$ cat src/rtl/l1_l2_arbiter_pkg.sv
// l1_l2_arbiter_pkg
// Shared definitions for the L1/L2 shared-port arbiter: FSM state encoding,
// field widths, the writeback record layout {addr, tag, data}, the response
// watchdog limit and helpers that split a writeback record.
package l1_l2_arbiter_pkg;

   typedef enum logic [1:0] {
      ST_IDLE = 2'd0,
      ST_WB   = 2'd1,
      ST_REQ  = 2'd2,
      ST_RESP = 2'd3
   } state_t;

   localparam int ADDR_W = 3;
   localparam int TAG_W  = 8;
   localparam int DATA_W = 3;
   localparam int WORD_W = TAG_W + DATA_W;   // {tag, data}
   localparam int WB_W   = ADDR_W + WORD_W;  // {addr, tag, data}

   // Writeback record slice positions
   localparam int WB_ADDR_HI = WB_W - 1;
   localparam int WB_ADDR_LO = WORD_W;
   localparam int WB_WORD_HI = WORD_W - 1;
   localparam int WB_WORD_LO = 0;

   // L2 response watchdog limit (cycles) and its counter width
   localparam int TIMEOUT  = 15;
   localparam int TO_CNT_W = $clog2(TIMEOUT + 1);

   function automatic logic [ADDR_W-1:0] wb_addr(input logic [WB_W-1:0] rec);
      return rec[WB_ADDR_HI:WB_ADDR_LO];
   endfunction

   function automatic logic [WORD_W-1:0] wb_word(input logic [WB_W-1:0] rec);
      return rec[WB_WORD_HI:WB_WORD_LO];
   endfunction

endpackage

$ cat src/rtl/l1_wb_buffer.sv
// l1_wb_buffer
// One-entry writeback buffer for a single L1.
//   clock, reset   : clock and synchronous active-high reset
//   wback          : one-cycle pulse, wbackdata is to be buffered
//   wbackdata      : writeback record {addr, tag, data}
//   drain          : the buffered record has been consumed (written or aborted)
//   full           : buffer holds a valid record
//   data           : buffered record
//   ovf            : sticky, a record arrived while the buffer was occupied
module l1_wb_buffer
   import l1_l2_arbiter_pkg::*;
(
   input  logic            clock,
   input  logic            reset,
   input  logic            wback,
   input  logic [WB_W-1:0] wbackdata,
   input  logic            drain,
   output logic            full,
   output logic [WB_W-1:0] data,
   output logic            ovf
);

   logic            full_reg;
   logic [WB_W-1:0] data_reg;
   logic            ovf_reg;

   always_ff @(posedge clock) begin
      if (reset) begin
         full_reg <= 1'b0;
         data_reg <= '0;
         ovf_reg  <= 1'b0;
      end else if (drain) begin
         // A record arriving on the drain cycle takes the freed slot at once
         if (wback) begin
            data_reg <= wbackdata;
         end else begin
            full_reg <= 1'b0;
         end
      end else if (wback) begin
         if (!full_reg) begin
            data_reg <= wbackdata;
            full_reg <= 1'b1;
         end else begin
            ovf_reg  <= 1'b1;
         end
      end
   end

   assign full = full_reg;
   assign data = data_reg;
   assign ovf  = ovf_reg;

endmodule

$ cat src/rtl/l1_l2_arbiter.sv
// l1_l2_arbiter
// Shares one L2 request port between two L1 caches. Requests are granted
// round-robin; a requester's buffered writeback is always sent to L2 ahead
// of that requester's fetch. With no request pending, buffered writebacks
// are drained on their own.
// Optional feature macro: ARB_TIMEOUT_EN adds an L2 response watchdog that
// aborts a transaction after TIMEOUT wait cycles and reports resp_err.
// Ports:
//   clock, reset                 : clock, synchronous active-high reset
//   req/write/addr/data 0,1      : L1 request (held until resp)
//   wback/wbackdata 0,1          : writeback pulse and record
//   wbfull0/1                    : writeback buffer occupied
//   resp0/1, fill, fill_miss     : completion pulse and returned data
//   resp_err                     : transaction aborted by the watchdog
//   l2_valid/write/wb/addr/data  : L2 request, held stable until l2_ready
//   l2_ready, l2_miss, l2_rdata  : L2 completion and read data
//   err_ovf                      : sticky writeback overflow
//   busy                         : FSM not idle
module l1_l2_arbiter
   import l1_l2_arbiter_pkg::*;
(
   input  logic              clock,
   input  logic              reset,
   input  logic              req0,
   input  logic              req1,
   input  logic              write0,
   input  logic              write1,
   input  logic [ADDR_W-1:0] addr0,
   input  logic [ADDR_W-1:0] addr1,
   input  logic [WORD_W-1:0] data0,
   input  logic [WORD_W-1:0] data1,
   input  logic              wback0,
   input  logic              wback1,
   input  logic [WB_W-1:0]   wbackdata0,
   input  logic [WB_W-1:0]   wbackdata1,
   output logic              wbfull0,
   output logic              wbfull1,
   output logic              resp0,
   output logic              resp1,
   output logic [WORD_W-1:0] fill,
   output logic              fill_miss,
   output logic              resp_err,
   output logic              l2_valid,
   output logic              l2_write,
   output logic              l2_wb,
   output logic [ADDR_W-1:0] l2_addr,
   output logic [WORD_W-1:0] l2_data,
   input  logic              l2_ready,
   input  logic              l2_miss,
   input  logic [WORD_W-1:0] l2_rdata,
   output logic              err_ovf,
   output logic              busy
);

   state_t            state_reg;
   logic              rr_reg;
   logic              gid_reg;     // requester that receives resp
   logic              wb_id_reg;   // buffer being written back
   logic              solo_reg;    // writeback is a standalone drain
   logic              wr_reg;
   logic [ADDR_W-1:0] addr_reg;
   logic [WORD_W-1:0] data_reg;
   logic              l2_valid_reg, l2_write_reg, l2_wb_reg;
   logic [ADDR_W-1:0] l2_addr_reg;
   logic [WORD_W-1:0] l2_data_reg;
   logic [1:0]        resp_reg;
   logic [WORD_W-1:0] fill_reg;
   logic              fill_miss_reg;
   logic              timeout_hit;

   logic [1:0]        wback_v, buf_full, buf_drain, buf_ovf;
   logic [WB_W-1:0]   wbd_v    [2];
   logic [WB_W-1:0]   buf_data [2];

   assign wback_v  = {wback1, wback0};
   assign wbd_v[0] = wbackdata0;
   assign wbd_v[1] = wbackdata1;

   genvar gi;
   generate
      for (gi = 0; gi < 2; gi++) begin : g_buf
         assign buf_drain[gi] = (state_reg == ST_WB) && (wb_id_reg == 1'(gi)) &&
                                (l2_ready || timeout_hit);
         l1_wb_buffer u_buf (
            .clock     (clock),
            .reset     (reset),
            .wback     (wback_v[gi]),
            .wbackdata (wbd_v[gi]),
            .drain     (buf_drain[gi]),
            .full      (buf_full[gi]),
            .data      (buf_data[gi]),
            .ovf       (buf_ovf[gi])
         );
      end
   endgenerate

   // Grant: the favoured requester wins a tie; drains follow the same pointer
   logic              grant_id, drain_id;
   logic              req_write;
   logic [ADDR_W-1:0] req_addr;
   logic [WORD_W-1:0] req_data;

   always_comb begin
      grant_id  = (req0 && req1) ? rr_reg : req1;
      drain_id  = buf_full[rr_reg] ? rr_reg : ~rr_reg;
      req_write = grant_id ? write1 : write0;
      req_addr  = grant_id ? addr1  : addr0;
      req_data  = grant_id ? data1  : data0;
   end

`ifdef ARB_TIMEOUT_EN
   logic [TO_CNT_W-1:0] cnt_reg;
   logic                resp_err_reg;
   logic                waiting;

   assign waiting     = ((state_reg == ST_WB) || (state_reg == ST_REQ)) && !l2_ready;
   assign timeout_hit = waiting && (cnt_reg == TO_CNT_W'(TIMEOUT - 1));

   always_ff @(posedge clock) begin
      if (reset || !waiting) begin
         cnt_reg <= '0;
      end else begin
         cnt_reg <= cnt_reg + 1'b1;
      end
   end
`else
   assign timeout_hit = 1'b0;
`endif

   always_ff @(posedge clock) begin
      if (reset) begin
         state_reg     <= ST_IDLE;
         rr_reg        <= 1'b0;
         gid_reg       <= 1'b0;
         wb_id_reg     <= 1'b0;
         solo_reg      <= 1'b0;
         wr_reg        <= 1'b0;
         addr_reg      <= '0;
         data_reg      <= '0;
         l2_valid_reg  <= 1'b0;
         l2_write_reg  <= 1'b0;
         l2_wb_reg     <= 1'b0;
         l2_addr_reg   <= '0;
         l2_data_reg   <= '0;
         resp_reg      <= '0;
         fill_reg      <= '0;
         fill_miss_reg <= 1'b0;
`ifdef ARB_TIMEOUT_EN
         resp_err_reg  <= 1'b0;
`endif
      end else begin
         case (state_reg)
            ST_IDLE: begin
               if (req0 || req1) begin
                  gid_reg      <= grant_id;
                  wb_id_reg    <= grant_id;
                  solo_reg     <= 1'b0;
                  wr_reg       <= req_write;
                  addr_reg     <= req_addr;
                  data_reg     <= req_data;
                  l2_valid_reg <= 1'b1;
                  if (buf_full[grant_id]) begin
                     state_reg    <= ST_WB;
                     l2_write_reg <= 1'b1;
                     l2_wb_reg    <= 1'b1;
                     l2_addr_reg  <= wb_addr(buf_data[grant_id]);
                     l2_data_reg  <= wb_word(buf_data[grant_id]);
                  end else begin
                     state_reg    <= ST_REQ;
                     l2_write_reg <= req_write;
                     l2_wb_reg    <= 1'b0;
                     l2_addr_reg  <= req_addr;
                     l2_data_reg  <= req_data;
                  end
               end else if (|buf_full) begin
                  state_reg    <= ST_WB;
                  gid_reg      <= drain_id;
                  wb_id_reg    <= drain_id;
                  solo_reg     <= 1'b1;
                  l2_valid_reg <= 1'b1;
                  l2_write_reg <= 1'b1;
                  l2_wb_reg    <= 1'b1;
                  l2_addr_reg  <= wb_addr(buf_data[drain_id]);
                  l2_data_reg  <= wb_word(buf_data[drain_id]);
               end
            end
            ST_WB: begin
               if (l2_ready) begin
                  if (solo_reg) begin
                     state_reg    <= ST_IDLE;
                     l2_valid_reg <= 1'b0;
                     l2_write_reg <= 1'b0;
                     l2_wb_reg    <= 1'b0;
                  end else begin
                     state_reg    <= ST_REQ;
                     l2_write_reg <= wr_reg;
                     l2_wb_reg    <= 1'b0;
                     l2_addr_reg  <= addr_reg;
                     l2_data_reg  <= data_reg;
                  end
               end
`ifdef ARB_TIMEOUT_EN
               else if (timeout_hit) begin
                  // Aborted writeback is reported to the buffer's owner
                  state_reg           <= ST_RESP;
                  gid_reg             <= wb_id_reg;
                  resp_reg[wb_id_reg] <= 1'b1;
                  resp_err_reg        <= 1'b1;
                  fill_reg            <= '0;
                  fill_miss_reg       <= 1'b0;
                  l2_valid_reg        <= 1'b0;
                  l2_write_reg        <= 1'b0;
                  l2_wb_reg           <= 1'b0;
               end
`endif
            end
            ST_REQ: begin
               if (l2_ready) begin
                  state_reg         <= ST_RESP;
                  resp_reg[gid_reg] <= 1'b1;
                  fill_reg          <= l2_rdata;
                  fill_miss_reg     <= l2_miss;
                  l2_valid_reg      <= 1'b0;
                  l2_write_reg      <= 1'b0;
                  l2_wb_reg         <= 1'b0;
               end
`ifdef ARB_TIMEOUT_EN
               else if (timeout_hit) begin
                  state_reg         <= ST_RESP;
                  resp_reg[gid_reg] <= 1'b1;
                  resp_err_reg      <= 1'b1;
                  fill_reg          <= '0;
                  fill_miss_reg     <= 1'b0;
                  l2_valid_reg      <= 1'b0;
                  l2_write_reg      <= 1'b0;
                  l2_wb_reg         <= 1'b0;
               end
`endif
            end
            ST_RESP: begin
               state_reg <= ST_IDLE;
               resp_reg  <= '0;
               rr_reg    <= ~gid_reg;
`ifdef ARB_TIMEOUT_EN
               resp_err_reg <= 1'b0;
`endif
            end
            default: state_reg <= ST_IDLE;
         endcase
      end
   end

`ifdef ARB_TIMEOUT_EN
   assign resp_err = resp_err_reg;
`else
   assign resp_err = 1'b0;
`endif

   assign wbfull0   = buf_full[0];
   assign wbfull1   = buf_full[1];
   assign resp0     = resp_reg[0];
   assign resp1     = resp_reg[1];
   assign fill      = fill_reg;
   assign fill_miss = fill_miss_reg;
   assign l2_valid  = l2_valid_reg;
   assign l2_write  = l2_write_reg;
   assign l2_wb     = l2_wb_reg;
   assign l2_addr   = l2_addr_reg;
   assign l2_data   = l2_data_reg;
   assign err_ovf   = |buf_ovf;
   assign busy      = (state_reg != ST_IDLE);

endmodule

$ cat config.mk
export PLATFORM = sky130hd
export DESIGN_NAME = l1_l2_arbiter
export DESIGN_NICKNAME = d
export VERILOG_FILES = /design/src/rtl/l1_l2_arbiter_pkg.sv /design/src/rtl/l1_wb_buffer.sv /design/src/rtl/l1_l2_arbiter.sv
export SDC_FILE = /design/constraint.sdc
export NUM_CORES = 1
export LEC_CHECK = 0
export BUFFER_PORTS_ARGS = -buffer_cell sky130_fd_sc_hd__buf_2
export CAP_MARGIN = 20
export CORE_ASPECT_RATIO = 2
export CORE_UTILIZATION = 50
export CTS_CLUSTER_DIAMETER = 150
export DETAILED_ROUTE_END_ITERATION = 16
export PLACE_DENSITY_LB_ADDON = 0.1
export SYNTH_ARGS = -nofsm -noshare
export SYNTH_HDL_FRONTEND = slang
export SYNTH_SLANG_ARGS = --single-unit
$ cat constraint.sdc
create_clock -name clock -period 3.6 [get_ports clock]
set_input_delay 0.54 -clock clock [delete_from_list [all_inputs] [get_ports clock]]
set_output_delay 0.54 -clock clock [all_outputs]
set_load 0.03 [all_outputs]
* Word-level counts from Yosys, hierarchy flattened
Index checks and enable logic that the tools add are counted.
** Word-level totals
- Register bits :: 83
- Logic and storage cells :: 150
** Operators by class
- Magnitude comparators :: 6
- Eq/ne operators :: 13
- Mux-type cells :: 69
- Bitwise operators :: 7
- Reductions and logical operators :: 34
** Operators with widths (number)
- $mux 14 :: 14
- $mux 11 :: 6
- $mux 1 :: 28
- $pmux 11 s2 :: 1
- $mux 3 :: 6
- $reduce_and 2->1 :: 8
- $mux 2 :: 7
- $reduce_bool 2->1 :: 7
- $ne 2x2->1 const B :: 6
- $reduce_and 3->1 :: 4
- $pmux 2 s4 :: 1
- $reduce_and 4->1 :: 2
- $logic_and 1x1->1 :: 6
- $lt 1x2->1 const B :: 3
- $ne 2x1->1 const B :: 3
- $pmux 1 s3 :: 2
- $pmux 3 s2 :: 1
- $reduce_or 2->1 :: 3
- $reduce_and 5->1 :: 1
- $eq 2x2->1 const B :: 2
- $ge 2x2->1 const B :: 2
- $not 1->1 :: 4
- $not 1->2 :: 2
- $pmux 2 s2 :: 1
- other kinds (9) :: 9

* Longest topological paths before layout
Gate-level depths: netlist of the first run.
- Word-level depth :: 10
- Gate-level depth with buffers :: 10
- Mapped depth without buffers :: 7

* Hierarchy
From an unflattened synthesis of the first run, not the netlist that was laid out.
** Second synthesis, totals
- Cells, all modules :: 498
- Area total of the unflattened synthesis :: 4561.9 um^2
** By module, submodules not included
- l1_l2_arbiter :: times used 1, cells each 358, area each 3115.5 um^2, seq. area each 1021.0 um^2
- l1_wb_buffer :: times used 2, cells each 70, area each 723.2 um^2, seq. area each 320.3 um^2

* Least setup slack after synthesis of the first run
Ideal clock, no wire load.
- Kind :: register -> register
- From :: register g_buf[1].u_buf.full_reg
- To :: register l2_addr_reg[0] (netlist: l2_addr[0])
- Data arrival time :: 1976 ps
- Setup slack :: 1506 ps
- Stages on the path, launching flop included :: 7
- Buffers on the path :: 1
- Path through :: dfxtp_1 > and2b_1 > a21oi_2 > buf_6 > mux2_4 > a211o_1 > a32o_1
** On the way
- Longest elaborated chain between the ends :: 10
- Elaborated cells on any way between the ends :: 16
- Classes of those cells :: eq/ne (1); mux (12); bitwise (1); reduce/logical (2)
** RTL lines
- start, declared :: line l1_wb_buffer.sv:23 : logic full_reg;
- start signal, assigned :: line l1_wb_buffer.sv:29 : full_reg <= 1'b0;
- start signal, assigned :: line l1_wb_buffer.sv:37 : full_reg <= 1'b0;
- start signal, assigned :: line l1_wb_buffer.sv:42 : full_reg <= 1'b1;
- $mux 1 (implied by the code) (2 in series) :: line l1_l2_arbiter.sv:105 : drain_id = buf_full[rr_reg] ? rr_reg : ~rr_reg;
- $mux 1 :: line l1_l2_arbiter.sv:105
- $not 1->2 (implied by the code) :: line l1_l2_arbiter.sv:183 : l2_addr_reg <= wb_addr(buf_data[drain_id]);
- $mux 14 (3 in series)
- $mux 3 :: line l1_l2_arbiter.sv:175 : end else if (|buf_full) begin
- $mux 3 :: line l1_l2_arbiter.sv:154 : if (req0 || req1) begin
- $pmux 3 s2 :: line l1_l2_arbiter.sv:152 : case (state_reg)
- end signal, assigned :: line l1_l2_arbiter.sv:166 : l2_addr_reg <= wb_addr(buf_data[grant_id]);
- end signal, assigned :: line l1_l2_arbiter.sv:172 : l2_addr_reg <= req_addr;
- end signal, assigned :: line l1_l2_arbiter.sv:183
- end, declared :: line l1_l2_arbiter.sv:64 : logic [ADDR_W-1:0] l2_addr_reg;
Several ways; a longest one is shown, not always the timed one. The select of a mux whose other input is x is not followed.
A chain may end at the register's enable or synchronous reset.

* Worst setup path after layout of the first run
- From :: register state_reg[1]
- To :: register l2_data_reg[1] (netlist: l2_data[1])
** On the way
- Longest elaborated chain between the ends :: 3
- Elaborated cells on any way between the ends :: 8
- Classes of those cells :: eq/ne (4); mux (1); reduce/logical (3)
** RTL lines
- start, declared :: line l1_l2_arbiter.sv:55 : state_t state_reg;
- start signal, assigned :: line l1_l2_arbiter.sv:132 : state_reg <= ST_IDLE;
- start signal, assigned :: line l1_l2_arbiter.sv:163 : state_reg <= ST_WB;
- start signal, assigned :: line l1_l2_arbiter.sv:169 : state_reg <= ST_REQ;
- $eq 2x1->1 / $logic_not 2->1 (equally long branches) :: line l1_l2_arbiter.sv:152
- $ne 2x2->1 (no line) (tied with other cells)
- $reduce_and 4->1 (no line)
- end signal, assigned :: line l1_l2_arbiter.sv:167 : l2_data_reg <= wb_word(buf_data[grant_id]);
- end signal, assigned :: line l1_l2_arbiter.sv:173 : l2_data_reg <= req_data;
- end signal, assigned :: line l1_l2_arbiter.sv:184 : l2_data_reg <= wb_word(buf_data[drain_id]);
- end, declared :: line l1_l2_arbiter.sv:65 : logic [WORD_W-1:0] l2_data_reg;
Several ways; a longest one is shown, not always the timed one.

==> flow_summary.toml, run 1 <==
[outcome]
status = "finished clean"

[cts]
clock_path_buffers = 2
cts_sinks = 83
cts-buffers-inserted = 9
path_clk_slew_ns = 0.07
root_buffer = "clkbuf_16"
cts_tree = "yes"
post_cts_buffers = 0
clk_latency_ns = 0.35
cts_hold_buf = 0
cts.htree.levels = 3
ctsResizeCount = 0

[timing]
worst_slack_ns = 0.839
slew_violations = 0
rsz0062_at_grt = "no"
setup_viol = 0
skew_ns = 0.00726
relSlewSlack_pct = 21.7
worst_pin_slew_ns = 1.17
fin_crit_ns = 2.76
hold_violations = 0
tns_ns = 0
fin_crit_sh_pct = 76.7
timing.fmax_ghz = 0.362

[worst_setup_path]
end_kind = "register"
critPathSlowestCell = "nor2_1"
cp_max_fo = 19
rrSetupSlack_ns = 0.84
cp.required_ns = 3.83
arrival_ns = 2.99
cp_cell_sequence = "inv_1 -> ha_1 -> nor2_1 -> o21ai_0 -> and2b_1 -> a32o_1"
critPathKind = "reg -> reg"
critPathLaunchType = "register"
cpPeakStageDelay_ns = 0.89

[logic_synthesis]
yosysUniqueCellTypes = 44
syn_inst = 502
synth_area_per_cell_um2 = 8.48
yosysTopAreaCellShare_pct = 39.0
ys_ff_latch = 83
synth.area.top_cells = "dfxtp_1 (39%), nand2_1 (8.5%), mux2i_1 (7.1%)"
yosysTopAreaCell = "dfxtp_1"
synth_seq_area_share_pct = 39.0
yosysWarningCount = 0
syn-num-nets = 583
syn-cell-area_um2 = 4260

[global_route]
grt_first_pass_wirelength_um = 20200
track_usage_pct = 31.0
grt_pass1_vias = 4025
grt_start_max_net_pins = 72
antenna_found_initial = 0
overflow = 0

[placement]
dp.final_hpwl_um = 9520
pre_cts_ws_ns = 0.883
dpl_cell_area_um2 = 4790
gp_congestion = 0.902
io_buffers = 111

[layout]
register_area_um2 = 1660
final_common_cell = "buf_2"
multi_input_area_um2 = 2340
fillers = 780
num-nets-final = 671
antenna_cells = 0
final_layout_size_suffix_gt1_share_pct = 25.9
syn2layout_area_growth_pct = 19.7
largest_register_ffs = 28
mostFrequentLayoutCells = "buf_2 (111), nand2_1 (96), dfxtp_1 (83)"
stdcell_area_um2 = 5090

[floorplanning]
die-area_um2 = 8910
die_x_um = 67.2
num_rows = 47
start_util_pct = 51.7
dieHeight_um = 132
core_um2 = 8230
ioPinCount = 113

[route]
wl_per_cell_um = 19.0
drt_iter0_drc = 357
drt_first_pass_iters = 5
drtAntennaViolNets = 0
vias_per_cell = 5.97
vias = 4137
wl_um = 13200
remaining_drc_errors = 0

[hold_path]
min_path_type = "in -> reg"

[power_and_ir_drop]
power_leakage_nw = 2.33
powerDensity_nw_per_um2 = 732
max-vdd-ir-drop_mv = 0.447

[flow_run]
cap_viol_max_count = 0
[critical path, delay by kind of cell, from the launching register on]
family          cells  cell delay (ns)
compound gates      2             0.48
fa+ha+maj           1             0.44
buf+inv             1             0.08
flops               1             0.37
simple gates        2             1.27
[routing by layer]
metal	global-route usage, %	up-vias	share of wire, %	wire [um]
li1	-	1975	-	-
met5	0	-	0	0
met2	53.8	170	54	7090
met1	32.2	1948	35	4610
met3	5.86	44	4.8	631
met4	20.6	0	6.3	827
[where the power goes]
part	internal (W)	switching [W]	leakage, nW	total (W)
combinational	0.000575	0.000938	1.50	0.00151
clock	0.000559	0.000383	0.146	0.000942
sequential	0.00112	0.000149	0.682	0.00127
[Yosys cell counts, drive strengths merged]
master / n
o32a: 1
a211oi: 14
o21a: 1
nor2: 45
a211o: 14
a32o: 14
a21o: 14
ha: 4
clkbuf: 22
mux2i: 30
dfxtp: 83
a221oi: 15
or3: 1
a21boi: 1
nor3: 2
nand3: 2
mux2: 14
nand2b: 1
a311oi: 18
o311ai: 1
inv: 11
and2b: 3
buf: 21
o31ai: 1
a21oi: 38
a31oi: 4
conb: 1
o21ai: 10
and2: 3
nor4: 1
or2: 2
nand2: 96
nor2b: 14
[cells by family (layout without fill, tap and decap cells)]
kind of cell | Yosys count | count (layout) | share of synthesized area (%)
and+or+nand+nor | 170 | 170 | 16.8
AOI/OAI and AO/OA | 146 | 146 | 25.3
DFF | 83 | 83 | 39.0
buffers and inverters | 54 | 147 | 6.00
muxes | 44 | 44 | 11.6
adders and majority gates | 4 | 4 | 1.18
other | 1 | 1 | 0.0881
[final timing paths]
| kind | endpoint | from | depth (start not counted) |
|---|---|---|---|
| worst max register to register | l2_data[1]$_SDFFE_PP0P_ | state_reg[1]$_SDFFE_PP0P_ | 6 |
| worst min register to register | l2_wb$_SDFFE_PP0P_ | l2_wb$_SDFFE_PP0P_ | 2 |
| worst min-delay path | g_buf[0].u_buf.data[7]$_SDFFE_PP0P_ | wbackdata0[7] | 3 |
| worst max-delay path | l2_data[1]$_SDFFE_PP0P_ | state_reg[1]$_SDFFE_PP0P_ | 6 |
[through the flow]
step / total power (W) / hold slack, ns / util, % / cells
2_1_floorplan: 0.00239 / 0.429 / - / 502
3_3_place_gp: 0.00277 / 0.438 / 58.2 / 677
3_5_place_dp: 0.00279 / 0.443 / 58.2 / 677
4_1_cts: 0.00373 / 0.424 / 61.9 / 693
5_1_grt: 0.00393 / 0.423 / 61.9 / 693
6_report: 0.00373 / 0.424 / 61.9 / 693
[layout make-up]
class                   instances  share of cell area [%]
clock inverters                 5                    1.18
clock buffers                  11                    4.77
flip-flops and latches         83                    32.6
multi-input cells             365                    46.0
inverters                      11                   0.811
well taps                      98                    2.41
repair buffers                120                    12.2
No activity file was read; power rests on OpenSTA's default activity.
==> run 2, diff against run 1 <==
--- a/config.mk
+++ b/config.mk
@@ -8,7 +8,7 @@
 export BUFFER_PORTS_ARGS = -buffer_cell sky130_fd_sc_hd__buf_2
 export CAP_MARGIN = 20
 export CORE_ASPECT_RATIO = 2
-export CORE_UTILIZATION = 50
+export CORE_UTILIZATION = 48
 export CTS_CLUSTER_DIAMETER = 150
 export DETAILED_ROUTE_END_ITERATION = 16
 export PLACE_DENSITY_LB_ADDON = 0.1
==> constraint.sdc (replaced) <==
create_clock -name clock -period 2.45 [get_ports clock]
set_input_delay 0.3675 -clock clock [delete_from_list [all_inputs] [get_ports clock]]
set_output_delay 0.3675 -clock clock [all_outputs]
set_load 0.03 [all_outputs]
==> run 2 against run 1 <==
  * Worst setup slack worse by 0.42 ns
  * Register-to-register slack worse by 0.42 ns
  * Total power is 49% higher
  * Sequential share of layout area is 0.54 points lower
  * Design area is 1.7% higher
  * Via count is 1.6% higher
  * Highest routed layer unchanged
  * Sequential power is 46% higher
  * Cell count is 1.9% higher
==> flow_summary.toml, run 2 (synthesis gave the netlist of run 1 again) <==
[worst_setup_path]
r2r-start = "rr_reg$_SDFFE_PP0P_"
path_delay_family = "compound AO/OA/AOI/OAI gates"
critPathLaunchType = "register"
cp_max_fo = 15
crit_buf_inv = 0
critPathSlowestCell = "nand2b_1"
critPathKind = "reg -> reg"
cp_cell_sequence = "nand2b_1 -> a221oi_1 -> a211oi_1 -> a211o_1 -> a32o_1"
end_kind = "register"
cp.required_ns = 2.68
cpPeakStageDelay_ns = 0.46
arrival_ns = 2.26
timing.rr.end = "l2_data[8]$_SDFFE_PP0P_"
rrSetupSlack_ns = 0.42
cp.depth = 5
r2r_cells = 5

[power_and_ir_drop]
clockPowerShare_pct = 25.0
power_frac_seq_pct = 33.3
powerDensity_nw_per_um2 = 1070
max-vdd-ir-drop_mv = 0.503
swShare_pct = 39.5
power_leakage_nw = 2.39
combPwrFrac_pct = 41.7
p_sw_w = 0.00219
internal-power_w = 0.00336

[global_route]
use_met1_pct = 30.2
track_usage_pct = 30.1
busiest_layer = "met2"
grt_use_met2_pct = 54.7
grt_start_max_net_pins = 49
antenna_found_initial = 0
met3_usage_pct = 4.97
grt_pass1_vias = 4127
grt_first_pass_wirelength_um = 20200
overflow = 0

[layout]
multi_input_area_um2 = 2340
final_common_cell = "buf_2"
largest_register_ffs = 28
num-nets-final = 682
fillers = 829
stdcell_area_um2 = 5180
register_area_um2 = 1660
final_layout_size_suffix_gt1_share_pct = 27.2
post-route-util_pct = 60.3
mostFrequentLayoutCells = "buf_2 (111), nand2_1 (96), dfxtp_1 (83)"
antenna_cells = 0
syn2layout_area_growth_pct = 21.7

[hold_path]
min_path_type = "in -> reg"
min_to = "fill_miss$_SDFFE_PP0P_"
hp-start = "l2_miss"
worstHoldPathCells = 3

[cts]
cts.htree.levels = 3
clock_path_buffers = 2
ctsResizeCount = 0
post_cts_buffers = 0
root_buffer = "clkbuf_16"
path_clk_slew_ns = 0.06
clk_latency_ns = 0.34
cts-buffers-inserted = 9
cts_tree = "yes"
cts_sinks = 83
cts_hold_buf = 0

[timing]
timing.fmax_ghz = 0.492
fin_crit_sh_pct = 82.9
hold_violations = 0
rsz0062_at_grt = "no"
relSlewSlack_pct = 54.2
setup_viol = 0
tns_ns = 0
worst_pin_slew_ns = 0.686
fin_crit_ns = 2.03
skew_ns = 0.00698
slew_violations = 0

[floorplanning]
die_x_um = 68.6
die-area_um2 = 9270
dieHeight_um = 135
num_rows = 48
core_um2 = 8590
ioPinCount = 113
start_util_pct = 49.5

[outcome]
status = "finished clean"

[flow_run]
cap_viol_max_count = 0

[route]
drt_first_pass_iters = 5
drtAntennaViolNets = 0
wl_um = 13300
remaining_drc_errors = 0
wl_per_cell_um = 18.9
vias_per_cell = 5.96
vias = 4205
drt_iter0_drc = 278

[placement]
gp_congestion = 0.897
dp.final_hpwl_um = 9780
io_buffers = 111
dpl_cell_area_um2 = 4870
==> run 2: layout make-up <==
class | count | share of cell area (%)
Tap cell | 100 | 2.42
Clock inverter | 5 | 1.16
Inverter | 11 | 0.797
Multi-Input combinational cell | 365 | 45.2
Clock buffer | 11 | 4.69
Timing Repair Buffer | 131 | 13.6
Sequential cell | 83 | 32.1
==> run 2: power groups by stage <==
stage	clock (W)	combinational, W	sequential [W]
5_1_grt	0.00146	0.00250	0.00189
2_1_floorplan	0	0.00141	0.00210
6_report	0.00139	0.00232	0.00185
3_5_place_dp	0	0.00230	0.00188
3_3_place_gp	0	0.00226	0.00187
4_1_cts	0.00141	0.00231	0.00185
==> run 2: how the worst max path moves through the flow <==
| stage | startpoint | endpoint |
|---|---|---|
| floorplan | g_buf[1].u_buf.full$_SDFFE_PP0P_ | l2_addr[0]$_SDFFE_PP0P_ |
| CTS | state_reg[0]$_SDFFE_PP0P_ | l2_data[0]$_SDFFE_PP0P_ |
| finish | rr_reg$_SDFFE_PP0P_ | l2_data[8]$_SDFFE_PP0P_ |
| detailed placement | req1 | l2_data[0]$_SDFFE_PP0P_ |
| global placement | req1 | l2_data[0]$_SDFFE_PP0P_ |
| global route | state_reg[1]$_SDFFE_PP0P_ | g_buf[1].u_buf.data[7]$_SDFFE_PP0P_ |
==> run 2: per-stage QoR <==
stage,std cells,worst slack (ns),power (W),hold WS (ns)
6_report,706,0.419,0.00556,0.260
5_1_grt,706,0.229,0.00585,0.267
4_1_cts,705,0.413,0.00557,0.255
3_5_place_dp,689,0.303,0.00418,0.443
3_3_place_gp,689,0.351,0.00413,0.438
2_1_floorplan,502,0.356,0.00351,0.429
==> run 2: per-layer routing <==
metal / wire length [um] / vias to the layer above
met5: 0 / -
met4: 662 / 0
met3: 666 / 55
met2: 7360 / 186
met1: 4630 / 1973
li1: - / 1991
==> run 2: worst min-delay path: cells and delay by family <==
| kind | cells | cell delay [ns] |
|---|---|---|
| AO/OA/AOI/OAI | 1 | 0.05 |
| buffers and inverters | 1 | 0.10 |
| AND/OR/NAND/NOR | 1 | 0.04 |
